`src/rtl/pipelined_prefix_adder.sv`:
```
// Two-stage add/subtract unit: per-bit g/p/h registered, Kogge-Stone carry tree, registered sum/flags.
// Latency: 2 cycles from accepted operands to out_valid; 1 result/cycle sustained.
// Backpressure: out_ready low holds the result; stage 1 buffers one more, then in_ready drops.
//
// Ports:
//   clk, rst_n              rising-edge clock, asynchronous active-low reset
//   in_valid/in_ready       operand handshake for a, b, cin, sub
//   a, b [WIDTH]            operands; sub=1 computes a-b (cin ignored), sub=0 computes a+b+cin
//   out_valid/out_ready     result handshake for sum, cout, ovf
//   sum [WIDTH]             result modulo 2^WIDTH
//   cout, ovf               carry out of the top bit, signed overflow
module pipelined_prefix_adder #(
    parameter int WIDTH = 6
) (
    input  logic             clk,
    input  logic             rst_n,
    input  logic             in_valid,
    output logic             in_ready,
    input  logic [WIDTH-1:0] a,
    input  logic [WIDTH-1:0] b,
    input  logic             cin,
    input  logic             sub,
    output logic             out_valid,
    input  logic             out_ready,
    output logic [WIDTH-1:0] sum,
    output logic             cout,
    output logic             ovf
);

    localparam int LEVELS = $clog2(WIDTH);

    // Stage 1 state
    logic             s1_valid_q, s1_valid_d;
    logic [WIDTH-1:0] g_q, g_d;
    logic [WIDTH-1:0] p_q, p_d;
    logic [WIDTH-1:0] h_q, h_d;
    logic             c0_q, c0_d;

    // Stage 2 state
    logic             out_valid_q, out_valid_d;
    logic [WIDTH-1:0] sum_q, sum_d;
    logic             cout_q, cout_d;
    logic             ovf_q, ovf_d;

    logic             accept;
    logic             s2_load;
    logic [WIDTH-1:0] b_eff;

    // Prefix tree working values
    logic [WIDTH-1:0] gk, pk, gn, pn;
    logic [WIDTH:0]   c;

    assign s2_load  = s1_valid_q && (!out_valid_q || out_ready);
    assign in_ready = !s1_valid_q || s2_load;
    assign accept   = in_valid && in_ready;
    assign b_eff    = sub ? ~b : b;

    // Stage 1: per-bit cells. p uses OR, which is safe for carries because g
    // dominates wherever both bits are set; the sum uses h only.
    always_comb begin
        g_d        = g_q;
        p_d        = p_q;
        h_d        = h_q;
        c0_d       = c0_q;
        s1_valid_d = s1_valid_q;
        if (accept) begin
            g_d        = a & b_eff;
            p_d        = a | b_eff;
            h_d        = a ^ b_eff;
            c0_d       = sub ? 1'b1 : cin;
            s1_valid_d = 1'b1;
        end else if (s2_load) begin
            s1_valid_d = 1'b0;
        end
    end

    // Kogge-Stone tree: level l combines each bit with the span 2^l below it.
    // After the last level, (gk[i], pk[i]) covers bits [i:0].
    always_comb begin
        gk = g_q;
        pk = p_q;
        gn = g_q;
        pn = p_q;
        for (int l = 0; l < LEVELS; l++) begin
            gn = gk;
            pn = pk;
            for (int i = (1 << l); i < WIDTH; i++) begin
                gn[i] = gk[i] | (pk[i] & gk[i - (1 << l)]);
                pn[i] = pk[i] & pk[i - (1 << l)];
            end
            gk = gn;
            pk = pn;
        end
        c[0] = c0_q;
        for (int i = 0; i < WIDTH; i++) begin
            c[i + 1] = gk[i] | (pk[i] & c0_q);
        end
    end

    // Stage 2: result register, held while the consumer stalls.
    always_comb begin
        sum_d       = sum_q;
        cout_d      = cout_q;
        ovf_d       = ovf_q;
        out_valid_d = out_valid_q;
        if (s2_load) begin
            sum_d       = h_q ^ c[WIDTH-1:0];
            cout_d      = c[WIDTH];
            ovf_d       = c[WIDTH] ^ c[WIDTH-1];
            out_valid_d = 1'b1;
        end else if (out_ready) begin
            out_valid_d = 1'b0;
        end
    end

    always_ff @(posedge clk or negedge rst_n) begin
        if (!rst_n) begin
            s1_valid_q  <= 1'b0;
            g_q         <= '0;
            p_q         <= '0;
            h_q         <= '0;
            c0_q        <= 1'b0;
            out_valid_q <= 1'b0;
            sum_q       <= '0;
            cout_q      <= 1'b0;
            ovf_q       <= 1'b0;
        end else begin
            s1_valid_q  <= s1_valid_d;
            g_q         <= g_d;
            p_q         <= p_d;
            h_q         <= h_d;
            c0_q        <= c0_d;
            out_valid_q <= out_valid_d;
            sum_q       <= sum_d;
            cout_q      <= cout_d;
            ovf_q       <= ovf_d;
        end
    end

    assign out_valid = out_valid_q;
    assign sum       = sum_q;
    assign cout      = cout_q;
    assign ovf       = ovf_q;

endmodule

```
`config.mk`:
```
export PLATFORM = sky130hd
export DESIGN_NAME = pipelined_prefix_adder
export DESIGN_NICKNAME = d
export VERILOG_FILES = /design/src/rtl/pipelined_prefix_adder.sv
export SDC_FILE = /design/constraint.sdc
export NUM_CORES = 1
export LEC_CHECK = 0
export ABC_AREA = 1
export CAP_MARGIN = 40
export CORE_MARGIN = 4
export CORE_UTILIZATION = 30
export CTS_CLUSTER_DIAMETER = 100
export CTS_CLUSTER_SIZE = 40
export DETAILED_ROUTE_END_ITERATION = 10
export GPL_ROUTABILITY_DRIVEN = 0
export HOLD_SLACK_MARGIN = 0.05
export PLACE_DENSITY = 0.55
export SLEW_MARGIN = 20
export SYNTH_ARGS = -nofsm -noshare
export SYNTH_HDL_FRONTEND = slang
export SYNTH_SLANG_ARGS = --single-unit
```
`constraint.sdc`:
```
create_clock -name clk -period 1.1 [get_ports clk]
set_input_delay 0.33 -clock clk [delete_from_list [all_inputs] [get_ports clk]]
set_output_delay 0.33 -clock clk [all_outputs]
set_load 0.01 [all_outputs]
```
==> impl_metrics.json, run 1 <==
{
  "min_period_ns": 1.20,
  "synth_fp_nets": 225,
  "wl_per_cell_um": 9.89,
  "grt_max_degree": 30,
  "rsz0062_at_grt": "true",
  "io_pins": 28,
  "route.detailed.drc": 0,
  "path_class": "flop to output port",
  "max_freq_mhz": 833,
  "cts_made_buffers": 5,
  "p_leak_nw": 1.31,
  "antenna_found_initial": 0,
  "r2r_start": "out_valid",
  "wl_um": 3240,
  "hold_violations": 0,
  "drive_gt1_frac": 0.337,
  "layout_commonest_cell": "nand2_1",
  "yosysTopAreaCell": "dfrtp_1",
  "area_delta_synth_final_pct": 54.8,
  "slew_headroom": 0.872,
  "status": "finished with violations",
  "fillCellCount": 516,
  "critical_path_depth": 2,
  "initial_core_util": 0.309,
  "cp_slowest_cell": "dfrtp_1",
  "yosys.cell_types.count": 18,
  "fin_crit_sh": 1.09,
  "path_clk_slew_ns": 0.06,
  "critPathTopFamily": "flip-flops",
  "design_area_um2": 2440,
  "tightest_slew_ns": 0.191,
  "maxCapViolCount": 0,
  "grt-ovfl-total": 0,
  "final_cell_mix": "59 x nand2_1, 28 x dfrtp_1, 27 x buf_4",
  "setup_violations": 33,
  "yosys_register_bits": 29,
  "critical_path.startpoint_type": "flop",
  "ff2ff_path_depth": 7,
  "rows": 26,
  "cts.sinks": 29,
  "multi_input_area_um2": 817,
  "cpPeakStageDelay_ns": 0.38,
  "grt_use_total": 0.107,
  "vias": 1364,
  "crit_end": "in_ready",
  "critPathArrivalTime_ns": 0.87,
  "drtPass1Iterations": 4,
  "dp_hpwl_um": 2340,
  "holdWs_ns": 0.410,
  "dieArea_um2": 6490,
  "first_iter_violations": 45,
  "crit_chain": "nand3_2 > buf_6",
  "timing.final.max_slew_violations": 0,
  "netlist_area_um2": 1580,
  "worstPathMaxFanout": 3,
  "hold_path.class": "primary input to async pin",
  "core_um2": 5110,
  "htreeDepth": 2,
  "syn_avg_cell_area_um2": 8.10,
  "p_per_area_nw_per_um2": 1790,
  "cts_tree": "built",
  "die_x_um": 80.6,
  "cts_hold_buf": 0,
  "cp.required_ns": 0.77,
  "clk_path_buf_depth": 2,
  "synth_area_leaders": "dfrtp_1 46%, nand2_1 17%, ha_1 9.5%",
  "clock-skew-final_ns": 0.00616,
  "startpoint": "out_valid",
  "synth_top_area_frac": 0.460,
  "insertion_delay_ns": 0.28,
  "cp-end-kind": "output port",
  "clockRootBuffer": "clkbuf_8",
  "io_buffers": 27,
  "antenna_left": 0,
  "r2r_slack_ns": -0.07,
  "synthCells": 195,
  "crit_buf_inv": 1,
  "grt_pass1_vias": 1227,
  "yosysWarnings": 0,
  "via_per_inst": 4.16,
  "fp.dieH_um": 80.6,
  "ff_latch_area_um2": 727,
  "n_antenna_cell": 0,
  "yosysSeqAreaShare": 0.460,
  "place_area_um2": 2130,
  "rr_endpoint": "h_q[4]",
  "finalWorstSetupSlack_ns": -0.101,
  "fin_nets": 287,
  "grt_pass1_wl_um": 5380,
  "vdd_drop_max_v": 0.000529,
  "post-place-ws_ns": -0.658,
  "violations": "negative setup slack"
}
## final cells by class
type	count	area share
timing repair buffer	61	0.228
clock buffer	5	0.0282
tap	70	0.0358
inverter	30	0.0492
multi-input combinational	130	0.334
clock inverter	3	0.0266
sequential	29	0.297
## flip-flops by register name, indices dropped and copies added (netlist names)
register    cells
g_q             6
h_q             6
p_q             6
sum             6
c0_q            1
cout            1
out_valid       1
ovf             1
s1_valid_q      1
## timing repair
item | in CTS | in global routing
resized for setup | 67 | 27
gates cloned | 1 | 1
setup endpoints to repair | 38 | 37
setup buffers | 3 | 8
pin swaps | 5 | 9
## cell families (layout without fill, tap and decap cells)
group / after synthesis / count (layout) / synth area share
compound gates: 22 / 22 / 0.0721
xor+xnor: 10 / 10 / 0.0555
fa+ha+maj: 12 / 12 / 0.0951
buf+inv: 36 / 99 / 0.0959
flops: 29 / 29 / 0.460
simple gates: 86 / 86 / 0.222
## per-stage QoR
stage | utilization | power [mW] | TNS, ns | instances
final | 0.478 | 4.37 | -1.18 | 328
after global routing | 0.478 | 4.67 | -3.48 | 328
after CTS | 0.449 | 4.19 | -0.457 | 319
after detailed placement | 0.418 | 2.90 | -14.39 | 308
after global placement | 0.418 | 2.87 | -13.94 | 308
after floorplan | - | 2.18 | 0 | 195
## how the worst min path moves through the flow
stage,startpoint,end,slack (ns)
floorplan,rst_n,c0_q,0.03
global placement,cout,cout,0.48
detailed placement,cout,cout,0.47
CTS,rst_n,g_q[5],0.41
global route,rst_n,h_q[3],0.43
finish,rst_n,p_q[4],0.41
## report_power, final
group	internal, mW	leakage, nW	switching [mW]	total, mW
Sequential	1.33	0.353	0.174	1.51
Clock	0.899	0.0681	0.412	1.31
Combinational	0.837	0.886	0.716	1.55
Total	3.07	1.31	1.30	4.37
## cell usage after synthesis (all sizes together)
cell   count
nand2     74
inv       30
dfrtp     29
o21ai     19
ha        12
nand3      8
xnor2      8
buf        6
a21oi      3
nor2       3
xor2       2
nand4      1
## layer usage
| layer | vias up | share of wire | GRT usage |
|---|---|---|---|
| met2 | 35 | 0.45 | 0.153 |
| li1 | 720 | - | - |
| met4 | 0 | 0.011 | 0.0507 |
| met5 | - | 0 | 0 |
| met1 | 607 | 0.47 | 0.145 |
| met3 | 2 | 0.068 | 0.0359 |
Power figures use the tool's default switching activity.
==> inputs of run 2 (changes only) <==
- CORE_MARGIN: 4 -> default
==> run 2 against run 1 <==
The run still ends with negative setup slack left. Core utilization fell by 1.7 points. Critical path depth did not move. Sequential power barely moved. Global-route usage rose by 2.2 points. Clock power barely moved. Cell count fell by 0.91%. Register-to-register slack barely moved. Wire length fell by 2.6%. Sequential share of layout area rose by 1.2 points. First-iteration DRC count fell by 18%. Non-clock buffer count fell by 3. Power fell by 3.2%. Critical endpoint unchanged.
==> impl_metrics.json, run 2 (synthesis results as in run 1) <==
{
  "io_buffers": 27,
  "finalWorstSetupSlack_ns": -0.113,
  "clockRootBuffer": "clkbuf_8",
  "cts_hold_buf": 0,
  "clk_path_buf_depth": 2,
  "wl_um": 3160,
  "antenna_found_initial": 0,
  "p_leak_nw": 1.27,
  "critPathArrivalTime_ns": 0.88,
  "finish.utilization": 0.462,
  "grt_pass1_wl_um": 5330,
  "maxCapViolCount": 0,
  "core_um2": 5070,
  "layout_commonest_cell": "nand2_1",
  "dieArea_um2": 5560,
  "rr_endpoint": "g_q[4]",
  "power_frac_seq": 0.351,
  "cts_made_buffers": 5,
  "clock-skew-final_ns": 0.00619,
  "cp.required_ns": 0.77,
  "first_iter_violations": 37,
  "grt-ovfl-total": 0,
  "worstPathMaxFanout": 2,
  "p_sw_frac": 0.294,
  "place_area_um2": 2140,
  "max_freq_mhz": 824,
  "hold_violations": 0,
  "fillCellCount": 541,
  "rsz0062_at_grt": "true",
  "ff2ff_path_depth": 7,
  "io_pins": 28,
  "tightest_slew_ns": 0.152,
  "placed_cells": 309,
  "insertion_delay_ns": 0.29,
  "dr_wl_met2_um": 1390,
  "status": "finished with violations",
  "initial_core_util": 0.311,
  "fp.dieH_um": 74.6,
  "p_sw_mw": 1.25,
  "dp_hpwl_um": 2250,
  "timing.final.max_slew_violations": 0,
  "htreeDepth": 2,
  "drtPass1Iterations": 4,
  "rows": 26,
  "clkPwrFrac": 0.310,
  "min_period_ns": 1.21,
  "drive_gt1_frac": 0.275,
  "p_per_area_nw_per_um2": 1810,
  "final_cell_mix": "67 x nand2_1, 29 x dfrtp_1, 27 x inv_1",
  "hold_path.class": "primary input to async pin",
  "fin_crit_sh": 1.10,
  "area_delta_synth_final_pct": 48.4,
  "r2r_start": "s1_valid_q",
  "critical_path.startpoint_type": "flop",
  "comb_power_share": 0.338,
  "die_x_um": 74.6,
  "setup_violations": 24,
  "wl_met3_um": 115,
  "antenna_left": 0,
  "path_class": "flop to output port",
  "slew_headroom": 0.898,
  "final_cells": 325,
  "grt_pass1_vias": 1262,
  "r2r_slack_ns": -0.06,
  "wl_per_cell_um": 9.72,
  "total_power_mw": 4.23,
  "grt_max_degree": 30,
  "top_layer_used": "met4",
  "route.detailed.drc": 0,
  "design_area_um2": 2340,
  "path_clk_slew_ns": 0.07,
  "drt-met1-wl_um": 1560,
  "vdd_drop_max_v": 0.000616,
  "n_antenna_cell": 0,
  "grt_use_total": 0.130,
  "fin_nets": 284,
  "violations": "negative setup slack",
  "vias": 1323,
  "cp-end-kind": "output port",
  "intPower_mw": 2.99,
  "cts_tree": "built",
  "via_per_inst": 4.07,
  "cts.sinks": 29
}
## run 2: cell types whose count changed in the layout (fill, tap and decap cells not counted), sizes merged
cell,change
buf,-3
clkdlybuf4s50,+1
dlygate4sd2,-1
## run 2: layer usage
layer  GRT usage  vias up
li1            -      708
met1       0.163      580
met2       0.202       27
met3      0.0244        8
met4      0.0881        0
met5           0        -
## run 2: timing repair
action | in CTS | in global routing
gates resized for setup | 59 | 9
setup endpoints to repair | 37 | 36
cloned | 0 | 1
pin swaps | 2 | 5
setup buffers | 5 | 2
## run 2: worst max-delay path by stage
stage / slack, ns / startpoint / end / cells past startpoint
5_1_grt: -0.16 / out_valid / in_ready / 2
3_5_place_dp: -0.66 / out_ready / in_ready / 4
6_report: -0.11 / s1_valid_q / in_ready / 2
3_3_place_gp: -0.65 / out_ready / in_ready / 4
4_1_cts: -0.13 / out_valid / in_ready / 2
2_1_floorplan: 0.003 / sub / h_q[2] / 5
## run 2: power groups by stage
stage                     Sequential (mW)  Combinational (mW)  Clock (mW)
after floorplan                      1.56               0.616           0
after global placement               1.51                1.37           0
after detailed placement             1.51                1.38           0
after CTS                            1.49                1.38        1.35
after global routing                 1.52                1.61        1.39
final                                1.49                1.43        1.31
## run 2: area by class of cell
class                           count  area (µm²)  share of cell area
Clock inverter                      3        65.1              0.0278
Timing Repair Buffer               58         513               0.219
Inverter                           30         113              0.0481
Tap cell                           70        87.6              0.0374
Multi-Input combinational cell    130         771               0.329
Clock buffer                        5        68.8              0.0294
Sequential cell                    29         726               0.310
## run 2: per-stage QoR
stage | TNS, ns | hold slack (ns) | setup slack (ns)
3_3_place_gp | -13.91 | 0.472 | -0.648
3_5_place_dp | -14.49 | 0.478 | -0.658
6_report | -0.875 | 0.398 | -0.113
4_1_cts | -0.683 | 0.393 | -0.126
5_1_grt | -2.42 | 0.417 | -0.161
2_1_floorplan | 0 | 0.0344 | 0.00271
## run 2: critical path, cell delays in order, from the launching register on
cell	delay, ns
dfrtp_1	0.37
nand3_2	0.10
buf_6	0.13
==> inputs of run 3 (changes only) <==
- CORE_UTILIZATION: 30 -> 45
- PLACE_DENSITY: 0.55 -> 0.75
- SLEW_MARGIN: 20 -> 10
==> run 3 against run 2 <==
The flow still finishes with violations (negative setup slack). Clock-buffer cell count is the same. Wire length grew 2.5%. Die area shrank 33%. Power shrank 1.8%. Hold slack lost 0.060 ns. Clock skew grew 0.0077 ns. Via count grew 6.4%. First-iteration DRC count is the same. Setup slack lost 0.12 ns. Non-clock buffer count is the same. Clock power shrank 18%.
==> impl_metrics.json, run 3 (synthesis results as in run 1) <==
{
  "status": "finished with violations",
  "violations": "negative setup slack",
  "rows": 21,
  "rr_endpoint": "p_q[1]",
  "layout_commonest_cell": "nand2_1",
  "initial_core_util": 0.473,
  "fin_crit_sh": 1.21,
  "io_buffers": 27,
  "grt_max_degree": 30,
  "cp-end-kind": "output port",
  "htreeDepth": 2,
  "hold_violations": 0,
  "wl_um": 3240,
  "grt_pass1_vias": 1263,
  "worstPathMaxFanout": 2,
  "path_class": "flop to output port",
  "area_delta_synth_final_pct": 50.4,
  "intPower_mw": 2.89,
  "crit_chain": "buf_6 > nand3_4 > buf_6",
  "p_leak_nw": 1.28,
  "cts_made_buffers": 5,
  "path_clk_slew_ns": 0.10,
  "critical_path.startpoint_type": "flop",
  "rsz0062_at_grt": "true",
  "finalWorstSetupSlack_ns": -0.235,
  "ff2ff_path_depth": 7,
  "insertion_delay_ns": 0.34,
  "first_iter_violations": 37,
  "clockRootBuffer": "clkbuf_4",
  "antenna_left": 0,
  "io_pins": 28,
  "grt-ovfl-total": 0,
  "clk_path_buf_depth": 2,
  "comb_power_share": 0.380,
  "clkPwrFrac": 0.260,
  "place_area_um2": 2070,
  "die_x_um": 61.2,
  "cts.sinks": 29,
  "setup_violations": 37,
  "drive_gt1_frac": 0.290,
  "r2r_start": "out_valid",
  "p_per_area_nw_per_um2": 1750,
  "fp.dieH_um": 61.2,
  "vias": 1408,
  "clock-skew-final_ns": 0.0139,
  "timing.final.max_slew_violations": 0,
  "vdd_drop_max_v": 0.000756,
  "drtPass1Iterations": 6,
  "cp.required_ns": 0.77,
  "grt_pass1_wl_um": 5530,
  "cp_slowest_cell": "dfrtp_1",
  "r2r_slack_ns": -0.18,
  "grt_use_total": 0.207,
  "crit_top_cell": "buf_6",
  "via_per_inst": 4.68,
  "maxCapViolCount": 0,
  "cts_tree": "built",
  "dp_hpwl_um": 2120,
  "critPathArrivalTime_ns": 1.01,
  "dieArea_um2": 3750,
  "p_sw_mw": 1.26,
  "slew_headroom": 0.874,
  "total_power_mw": 4.15,
  "max_freq_mhz": 749,
  "cpPeakStageDelay_ns": 0.40,
  "p_sw_frac": 0.304,
  "wl_per_cell_um": 10.8,
  "core_um2": 3340,
  "design_area_um2": 2370,
  "route.detailed.drc": 0,
  "min_period_ns": 1.34,
  "antenna_found_initial": 0,
  "hold_path.class": "primary input to async pin",
  "tightest_slew_ns": 0.188,
  "fin_nets": 284,
  "n_antenna_cell": 0,
  "final_cell_mix": "65 x nand2_1, 28 x inv_1, 28 x dfrtp_1",
  "power_frac_seq": 0.360
}
-- run 3: worst max path at each step --
stage	from	to	slack, ns	depth (start not counted)
after floorplan	sub	h_q[2]	0.003	5
after CTS	out_valid	in_ready	-0.25	3
after global routing	out_valid	in_ready	-0.28	3
final	out_valid	in_ready	-0.24	3
after global placement	out_ready	in_ready	-0.65	4
after detailed placement	out_ready	in_ready	-0.66	4
-- run 3: per-stage QoR --
step                      utilization  setup WS (ns)  hold slack (ns)  cells  setup TNS, ns
after detailed placement        0.621         -0.663            0.476    278         -14.41
after global routing            0.712         -0.285            0.343    301          -5.54
after CTS                       0.694         -0.254            0.341    297          -3.29
after global placement          0.621         -0.654            0.468    278         -13.66
final                           0.712         -0.235            0.338    301          -3.33
after floorplan                     -        0.00271           0.0344    195              0
-- run 3: critical path: cells and delay by family, from the launching register on --
kind	cells	cell delay, ns
flip-flops	1	0.40
buffers and inverters	2	0.23
AND/OR/NAND/NOR	1	0.05
-- run 3: what timing repair did --
action	4_1_cts	5_1_grt
gates cloned	2	0
setup buffers	9	4
setup endpoints to repair	37	37
hold buffers	0	0
pin swaps	3	1
gates resized for setup	66	10
-- run 3: power groups by stage --
stage / clock (mW) / combinational (mW) / sequential, mW
3_3_place_gp: 0 / 1.28 / 1.50
4_1_cts: 1.10 / 1.48 / 1.48
3_5_place_dp: 0 / 1.31 / 1.51
5_1_grt: 1.15 / 1.77 / 1.53
6_report: 1.08 / 1.58 / 1.50
2_1_floorplan: 0 / 0.616 / 1.56
-- run 3: final cells by class --
type,count,area [µm²]
Tap cell,46,57.6
Fill cell,269,962
Timing Repair Buffer,58,566
Clock inverter,3,65.1
Sequential cell,29,727
Inverter,30,118
Multi-Input combinational cell,130,805
Clock buffer,5,37.5
-- run 3: routing by layer --
| metal | up-vias | share of wire | track usage |
|---|---|---|---|
| met1 | 620 | 0.42 | 0.233 |
| met4 | 0 | 0.033 | 0.107 |
| met5 | - | 0 | 0 |
| met3 | 12 | 0.055 | 0.0630 |
| li1 | 721 | - | - |
| met2 | 55 | 0.49 | 0.356 |
